===== src/rtl/tff_seq_pkg.sv =====
// Shared definitions for the T flip-flop count sequencer: state encoding
// and the default bank width.
package tff_seq_pkg;

  localparam int DEFAULT_WIDTH = 4;

  typedef enum logic [1:0] {
    IDLE  = 2'd0,
    CLEAR = 2'd1,
    RUN   = 2'd2,
    PAUSE = 2'd3
  } state_t;

endpackage


===== src/rtl/t_ff_cell.sv =====
// Single T flip-flop storage cell: toggles on a rising clock edge when t=1,
// cleared asynchronously by rst.
module t_ff_cell (
  input  logic clk,
  input  logic rst,
  input  logic t,
  output logic q
);

  // Toggle storage; rst forces the cell to 0 immediately
  always_ff @(posedge clk or posedge rst) begin
    if (rst) begin
      q <= 1'b0;
    end else if (t) begin
      q <= ~q;
    end
  end

endmodule


===== src/rtl/tff_count_sequencer.sv =====
// Programmable, pausable up/down counter built from a bank of T flip-flops.
// The sequencer owns the bank: it clears it at the start of every run by
// toggling each set bit, then steps it with carry/borrow toggle patterns
// until the latched terminal value is reached.
module tff_count_sequencer
  import tff_seq_pkg::*;
#(
  parameter int WIDTH = DEFAULT_WIDTH
) (
  input  logic             clk,
  input  logic             rst,
  input  logic             start,
  input  logic             stop,
  input  logic             up,
  input  logic [WIDTH-1:0] limit,
  output logic [WIDTH-1:0] q,
  output logic [WIDTH-1:0] t_vec,
  output logic             busy,
  output logic             done
);

  state_t           state;
  state_t           state_next;
  logic [WIDTH-1:0] limit_r;
  logic             up_r;
  logic             terminal;
  logic [WIDTH-1:0] carry;
  logic [WIDTH-1:0] borrow;

  // The run ends when the bank matches the terminal value latched at launch
  assign terminal = (q == limit_r);

  // Storage bank: one T flip-flop per count bit, driven by t_vec
  for (genvar g = 0; g < WIDTH; g++) begin : g_cell
    t_ff_cell u_cell (
      .clk (clk),
      .rst (rst),
      .t   (t_vec[g]),
      .q   (q[g])
    );
  end

  // Toggle patterns for +1 (bit i flips when all lower bits are 1) and
  // -1 (bit i flips when all lower bits are 0)
  always_comb begin
    carry     = '0;
    borrow    = '0;
    carry[0]  = 1'b1;
    borrow[0] = 1'b1;
    for (int i = 1; i < WIDTH; i++) begin
      carry[i]  = carry[i-1]  &  q[i-1];
      borrow[i] = borrow[i-1] & ~q[i-1];
    end
  end

  // State register
  always_ff @(posedge clk or posedge rst) begin
    if (rst) begin
      state <= IDLE;
    end else begin
      state <= state_next;
    end
  end

  // Next-state logic; terminal beats stop in RUN, stop beats start in PAUSE
  always_comb begin
    state_next = state;
    unique case (state)
      IDLE: begin
        if (start) begin
          state_next = CLEAR;
        end
      end
      CLEAR: begin
        state_next = RUN;
      end
      RUN: begin
        if (terminal) begin
          state_next = IDLE;
        end else if (stop) begin
          state_next = PAUSE;
        end
      end
      PAUSE: begin
        if (stop) begin
          state_next = IDLE;
        end else if (start) begin
          state_next = RUN;
        end
      end
      default: begin
        state_next = IDLE;
      end
    endcase
  end

  // Toggle vector: clear every set bit in CLEAR, step in RUN, hold elsewhere
  always_comb begin
    t_vec = '0;
    unique case (state)
      CLEAR: begin
        t_vec = q;
      end
      RUN: begin
        if (!terminal && !stop) begin
          t_vec = up_r ? carry : borrow;
        end
      end
      default: begin
        t_vec = '0;
      end
    endcase
  end

  // Run parameters are captured only when a new run is launched from IDLE
  always_ff @(posedge clk or posedge rst) begin
    if (rst) begin
      limit_r <= '0;
      up_r    <= 1'b1;
    end else if (state == IDLE && start) begin
      limit_r <= limit;
      up_r    <= up;
    end
  end

  // Registered status: busy follows the next state, done pulses on the
  // edge that leaves RUN at the terminal value
  always_ff @(posedge clk or posedge rst) begin
    if (rst) begin
      busy <= 1'b0;
      done <= 1'b0;
    end else begin
      busy <= (state_next != IDLE);
      done <= (state == RUN) && terminal;
    end
  end

endmodule


===== config.mk =====
export PLATFORM = sky130hd
export DESIGN_NAME = tff_count_sequencer
export DESIGN_NICKNAME = d
export VERILOG_FILES = /design/src/rtl/tff_seq_pkg.sv /design/src/rtl/t_ff_cell.sv /design/src/rtl/tff_count_sequencer.sv
export SDC_FILE = /design/constraint.sdc
export NUM_CORES = 1
export LEC_CHECK = 0
export BUFFER_PORTS_ARGS = -buffer_cell sky130_fd_sc_hd__buf_2
export CORE_AREA = 3 3 49 51
export DETAILED_ROUTE_END_ITERATION = 6
export DIE_AREA = 0 0 52 54
export PLACE_DENSITY = 0.66
export SLEW_MARGIN = 15
export SYNTH_ARGS = -nofsm -noshare
export SYNTH_HDL_FRONTEND = slang
export SYNTH_SLANG_ARGS = --single-unit

===== constraint.sdc =====
create_clock -name clk -period 2.7 [get_ports clk]
set_input_delay 0.135 -clock clk [delete_from_list [all_inputs] [get_ports clk]]
set_output_delay 0.135 -clock clk [all_outputs]
set_load 0.005 [all_outputs]

==> results.json, run 1 <==
{
  "syn_inst": 90,
  "critical_path.slowest_cell": "o41ai_4",
  "cpLargestDelayFamily": "compound AO/OA/AOI/OAI gates",
  "ys.flop_type": "dfrtp_1",
  "ant_nets": 0,
  "io_buffers": 18,
  "internal_power_uw": 619,
  "antenna_found_initial": 0,
  "h-tree-depth": 1,
  "synth_top_cell_by_area": "dfrtp_1",
  "syn_nets": 104,
  "leakage_uw": 0.000457,
  "netlist_area_um2": 911,
  "finalMaxSlewViolations": 0,
  "clkSlewWorstSetupHoldPaths_ns": 0.08,
  "drt_iter0_markers": 5,
  "share_comb_of_total_power": 0.544,
  "async_flop_share": 1.00,
  "fillers": 198,
  "ys_warn_count": 0,
  "post_drt_wl_per_cell_um": 12.6,
  "hold_violations": 0,
  "fin_crit_ns": 2.18,
  "root_buffer": "clkbuf_4",
  "startpoint": "g_cell[0].u_cell.q",
  "status": "finished clean",
  "syn2layout_area_growth_pct": 9.34,
  "max_freq_mhz": 460,
  "r2r-start": "g_cell[0].u_cell.q",
  "setup_viol": 0,
  "globalRouteTotalUtil": 0.128,
  "switchingPower_uw": 507,
  "cp.required_ns": 2.57,
  "cp-start-kind": "flop",
  "period_share": 0.806,
  "tns_ns": 0,
  "crit_arrival_ns": 2.04,
  "coreArea_um2": 1980,
  "drive_above_1_share": 0.301,
  "numCtsBuffers": 3,
  "hold_class": "input port to flop",
  "numClockSinks": 13,
  "total_power_uw": 1130,
  "wirelength_mm": 1.64,
  "dp_hpwl_mm": 1.26,
  "grt_pass1_vias": 604,
  "grt_pass1_wl_mm": 2.66,
  "firstDrtPassIters": 4,
  "criticalPathCategory": "flop to output pin",
  "peakVddDrop_v": 0.000607,
  "ios": 19,
  "synth_edf_count": 0,
  "clk_path_buf_depth": 2,
  "path_max_fanout": 9,
  "powerDensity_nw_per_um2": 1130,
  "cts_tree": "done",
  "clk_latency_ns": 0.27,
  "hp-start": "limit[3]",
  "yosysUniqueCellTypes": 34,
  "syn_avg_cell_area_um2": 10.1,
  "end_kind": "output pin",
  "netlist.area_leader.share": 0.330,
  "switching_share": 0.450,
  "timing.max_cap.violations": 0,
  "gp_congestion": 0.791,
  "antennaDiodeCount": 0,
  "ys_seq_area_frac": 0.359,
  "synth_area_leaders": "dfrtp_1 33%, ha_1 6.9%, buf_4 6.6%",
  "drc": 0,
  "crit_path_cell_trace": "xor2_2 -> o41ai_4 -> nor3_1 -> o21a_1 -> buf_2",
  "num_vias": 661,
  "grt_max_degree": 14,
  "worstPathBufferInverterCount": 1,
  "clkPwrFrac": 0.104,
  "die_w_um": 52,
  "fp.dieH_um": 54,
  "seqPwrFrac": 0.351,
  "fin_skew_ns": 0.00380,
  "start_util": 0.460,
  "synth_seq_cells": 13,
  "rsz0062_at_grt": "no",
  "rows": 16,
  "maxSlewHeadroom": 0.610,
  "viasPerCell": 5.08,
  "max_stage_delay_ns": 0.57,
  "fin_nets": 118,
  "tightest_slew_ns": 0.577,
  "cts_setup_buffers": 0,
  "gr-total-overflow": 0,
  "dieArea_um2": 2810
}
-- power groups by stage --
stage	Clock, uW	Combinational (uW)	Sequential [uW]
2_1_floorplan	0	544	370
5_1_grt	131	681	412
4_1_cts	121	617	398
6_report	118	613	396
3_5_place_dp	0	615	401
3_3_place_gp	0	598	394
-- metrics by stage --
step / instance area, um^2 / setup WS, ns / instances / hold slack (ns) / util
floorplan: 911 / 0.971 / 90 / 0.0112 / -
global placement: 960 / 0.847 / 125 / 0.181 / 0.484
detailed placement: 960 / 0.818 / 125 / 0.193 / 0.484
CTS: 996 / 0.519 / 130 / 0.0924 / 0.503
global route: 996 / 0.359 / 130 / 0.0896 / 0.503
finish: 996 / 0.524 / 130 / 0.0969 / 0.503
-- layer usage --
| metal | track usage | vias to the layer above | part of all wire |
|---|---|---|---|
| met5 | 0 | - | 0 |
| met4 | 0.0655 | 0 | 0.019 |
| met3 | 0.0111 | 4 | 0.045 |
| met2 | 0.197 | 20 | 0.43 |
| met1 | 0.180 | 307 | 0.50 |
| li1 | - | 330 | - |
-- state kept, by name, summed over array words and instances (netlist names) --
register,cells
up_r,1
g_cell.u_cell.q,4
state,2
limit_r,4
busy,1
done,1
-- layout by cell type (no fill, tap or decap), types with 3 or more instances in the layout --
| master | netlist | final |
|---|---|---|
| mux2_2 | 5 | 5 |
| nor2_1 | 4 | 4 |
| nor2b_1 | 3 | 3 |
| nand2_1 | 8 | 8 |
| o21a_1 | 3 | 3 |
| clkbuf_4 | 0 | 3 |
| xor2_2 | 3 | 3 |
| and2_1 | 3 | 3 |
| inv_1 | 6 | 6 |
| ha_1 | 5 | 5 |
| dfrtp_1 | 12 | 12 |
| buf_2 | 0 | 18 |
-- layout make-up --
class / instances / area (um^2) / share of cell area
Multi-Input combinational cell: 60 / 483 / 0.485
Sequential cell: 13 / 327 / 0.328
Timing Repair Buffer: 19 / 100 / 0.101
Tap cell: 27 / 33.8 / 0.0339
Clock buffer: 4 / 26.3 / 0.0264
Inverter: 7 / 26.3 / 0.0264
-- synthesized netlist by cell type, drive strengths merged (3+ instances only) --
cell / count
dfrtp: 12
nand2: 8
buf: 9
xor2: 5
and2: 3
o21a: 3
nor2: 4
nor2b: 3
mux2: 5
ha: 5
inv: 6
-- final timing paths --
kind / end / slack (ns) / cells past startpoint
max: t_vec[3] / 0.52 / 5
min: limit_r[3] / 0.1 / 2
max reg2reg: busy / 0.81 / 4
min reg2reg: limit_r[3] / 0.56 / 1
max in group asynchronous: up_r / 1.92 / 3
min in group asynchronous: busy / 0.42 / 3
-- worst register-to-register path: cells and delay by family (launching register included) --
| family | cells | cell delay (ns) |
|---|---|---|
| flip-flops | 1 | 0.49 |
| XOR/XNOR | 1 | 0.25 |
| AND/OR/NAND/NOR | 1 | 0.27 |
| AO/OA/AOI/OAI | 2 | 0.78 |
-- cell families after synthesis --
| family | after synthesis | share of synthesized area |
|---|---|---|
| buf+inv | 17 | 0.111 |
| fa+ha+maj | 5 | 0.0687 |
| compound gates | 16 | 0.154 |
| flops | 13 | 0.359 |
| simple gates | 28 | 0.163 |
| xor+xnor | 6 | 0.0824 |
| mux | 5 | 0.0618 |
-- timing repair --
action	in CTS	in global routing
hold endpoints to repair	12	0
hold buffers	1	0
resized for setup	0	0
Power figures use the tool's default switching activity.
==> inputs of run 2 (changes only) <==
Settings changed: PLACE_DENSITY 0.66 to 0.69.
Clock period 2.7 ns to 2 ns, I/O delays scaled along.
==> run 2 against run 1 <==
Net effect:
- global-route usage grew 1.2 points
- routed wire length rose by 11%
- critical path depth unchanged
- clock skew rose by 0.0025 ns
- non-clock buffer count grew 7
- flip-flop and latch count did not move
- total power is 51% higher
- clock power grew 35%
- critical endpoint is now t_vec[1]
- largest cell class unchanged
==> results.json, run 2 (synthesized netlist as in run 1, its figures left out) <==
{
  "ios": 19,
  "path_max_fanout": 6,
  "cts_tree": "done",
  "clkSlewWorstSetupHoldPaths_ns": 0.08,
  "peakVddDrop_v": 0.000637,
  "fillers": 182,
  "timing.max_cap.violations": 0,
  "fin_ws_ns": 0.0665,
  "powerDensity_nw_per_um2": 1590,
  "period_share": 0.967,
  "clk_path_buf_depth": 2,
  "firstDrtPassIters": 4,
  "final_common_cell": "buf_2",
  "globalRouteTotalUtil": 0.141,
  "wirelength_mm": 1.82,
  "viasPerCell": 5.12,
  "status": "finished clean",
  "hold_class": "input port to flop",
  "io_buffers": 18,
  "fp.dieH_um": 54,
  "num_vias": 701,
  "fin_area_um2": 1070,
  "placed_area_um2": 982,
  "final_cell_mix": "18 x buf_2, 8 x nand2_1, 8 x dfrtp_1",
  "numCtsBuffers": 3,
  "ant_nets": 0,
  "fin_skew_ns": 0.00634,
  "clk_latency_ns": 0.27,
  "post_drt_wl_per_cell_um": 13.3,
  "dieArea_um2": 2810,
  "dp_hpwl_mm": 1.31,
  "drc": 0,
  "h-tree-depth": 1,
  "rows": 16,
  "cp-start-kind": "flop",
  "grt_max_degree": 14,
  "max_freq_mhz": 517,
  "fin_crit_ns": 1.93,
  "gp_congestion": 0.817,
  "finalMaxSlewViolations": 0,
  "hold_violations": 0,
  "criticalPathCategory": "flop to output pin",
  "grt_pass1_wl_mm": 2.90,
  "end_kind": "output pin",
  "root_buffer": "clkbuf_4",
  "tns_ns": 0,
  "grt_pass1_vias": 682,
  "setup_viol": 0,
  "crit_arrival_ns": 1.83,
  "antennaDiodeCount": 0,
  "antenna_found_initial": 0,
  "cp.required_ns": 1.90,
  "syn2layout_area_growth_pct": 17.7,
  "rsz0062_at_grt": "yes",
  "start_util": 0.460,
  "numClockSinks": 13,
  "gr-total-overflow": 0,
  "fin_nets": 125,
  "coreArea_um2": 1980,
  "drt_iter0_markers": 32,
  "drive_above_1_share": 0.400,
  "die_w_um": 52,
  "maxSlewHeadroom": 0.662,
  "dp_worst_setup_slack_ns": 0.166,
  "leakage_uw": 0.000488,
  "tightest_slew_ns": 0.507,
  "largest_registers": "g_cell.u_cell.q (4), limit_r (4), state (2)"
}
run 2: cell types whose count changed in the layout (fill, tap and decap cells not counted), sizes merged:
| cell | change |
|---|---|
| buf | +7 |
run 2: area by class of cell:
class	count	area [um^2]	area share
inverters	7	26.3	0.0245
flip-flops and latches	13	332	0.309
repair buffers	26	153	0.142
well taps	27	33.8	0.0315
clock buffers	4	26.3	0.0245
multi-input cells	60	502	0.468
run 2: timing repair:
| action | in CTS | in global routing |
|---|---|---|
| resized for setup | 2 | 5 |
| setup buffers | 1 | 3 |
| hold buffers | 1 | 0 |
| setup endpoints to repair | 3 | 5 |
| pin swaps | 1 | 5 |
| hold endpoints to repair | 12 | 0 |
run 2: critical path, stage by stage (launching register included):
cell	delay [ns]
dfrtp_2	0.45
xor2_4	0.20
o41ai_4	0.50
nor2b_1	0.13
o21a_1	0.18
buf_2	0.12
run 2: power by group:
| part | total, uW | internal (uW) | switching (uW) |
|---|---|---|---|
| clock network | 159 | 77.0 | 82.4 |
| logic | 1010 | 485 | 524 |
| registers | 537 | 397 | 140 |
| total | 1710 | 959 | 746 |
run 2: path summary, 6_finish.rpt:
kind                            start                 end  slack (ns)  depth (start not counted)
min in group asynchronous         rst            state[1]        0.39                          3
hold reg to reg            limit_r[3]          limit_r[3]        0.56                          1
setup reg to reg             state[0]  g_cell[1].u_cell.q        0.10                          7
max in group asynchronous         rst  g_cell[1].u_cell.q        1.24                          3
hold / removal               limit[3]          limit_r[3]        0.06                          2
setup / recovery           limit_r[1]            t_vec[1]        0.07                          5
run 2: layer usage:
| layer | vias up | routed length [um] | global-route usage |
|---|---|---|---|
| li1 | 342 | - | - |
| met1 | 334 | 814 | 0.165 |
| met2 | 23 | 890 | 0.249 |
| met3 | 2 | 85 | 0.0166 |
| met4 | 0 | 27 | 0.0786 |
| met5 | - | 0 | 0 |
run 2: stage by stage:
step,total power [uW],hold slack (ns),util,instances
detailed placement,1430,0.149,0.496,128
global route,1840,0.0488,0.541,137
global placement,1410,0.150,0.496,128
CTS,1610,0.0577,0.521,134
finish,1710,0.0605,0.541,137
floorplan,1230,-0.0238,-,90
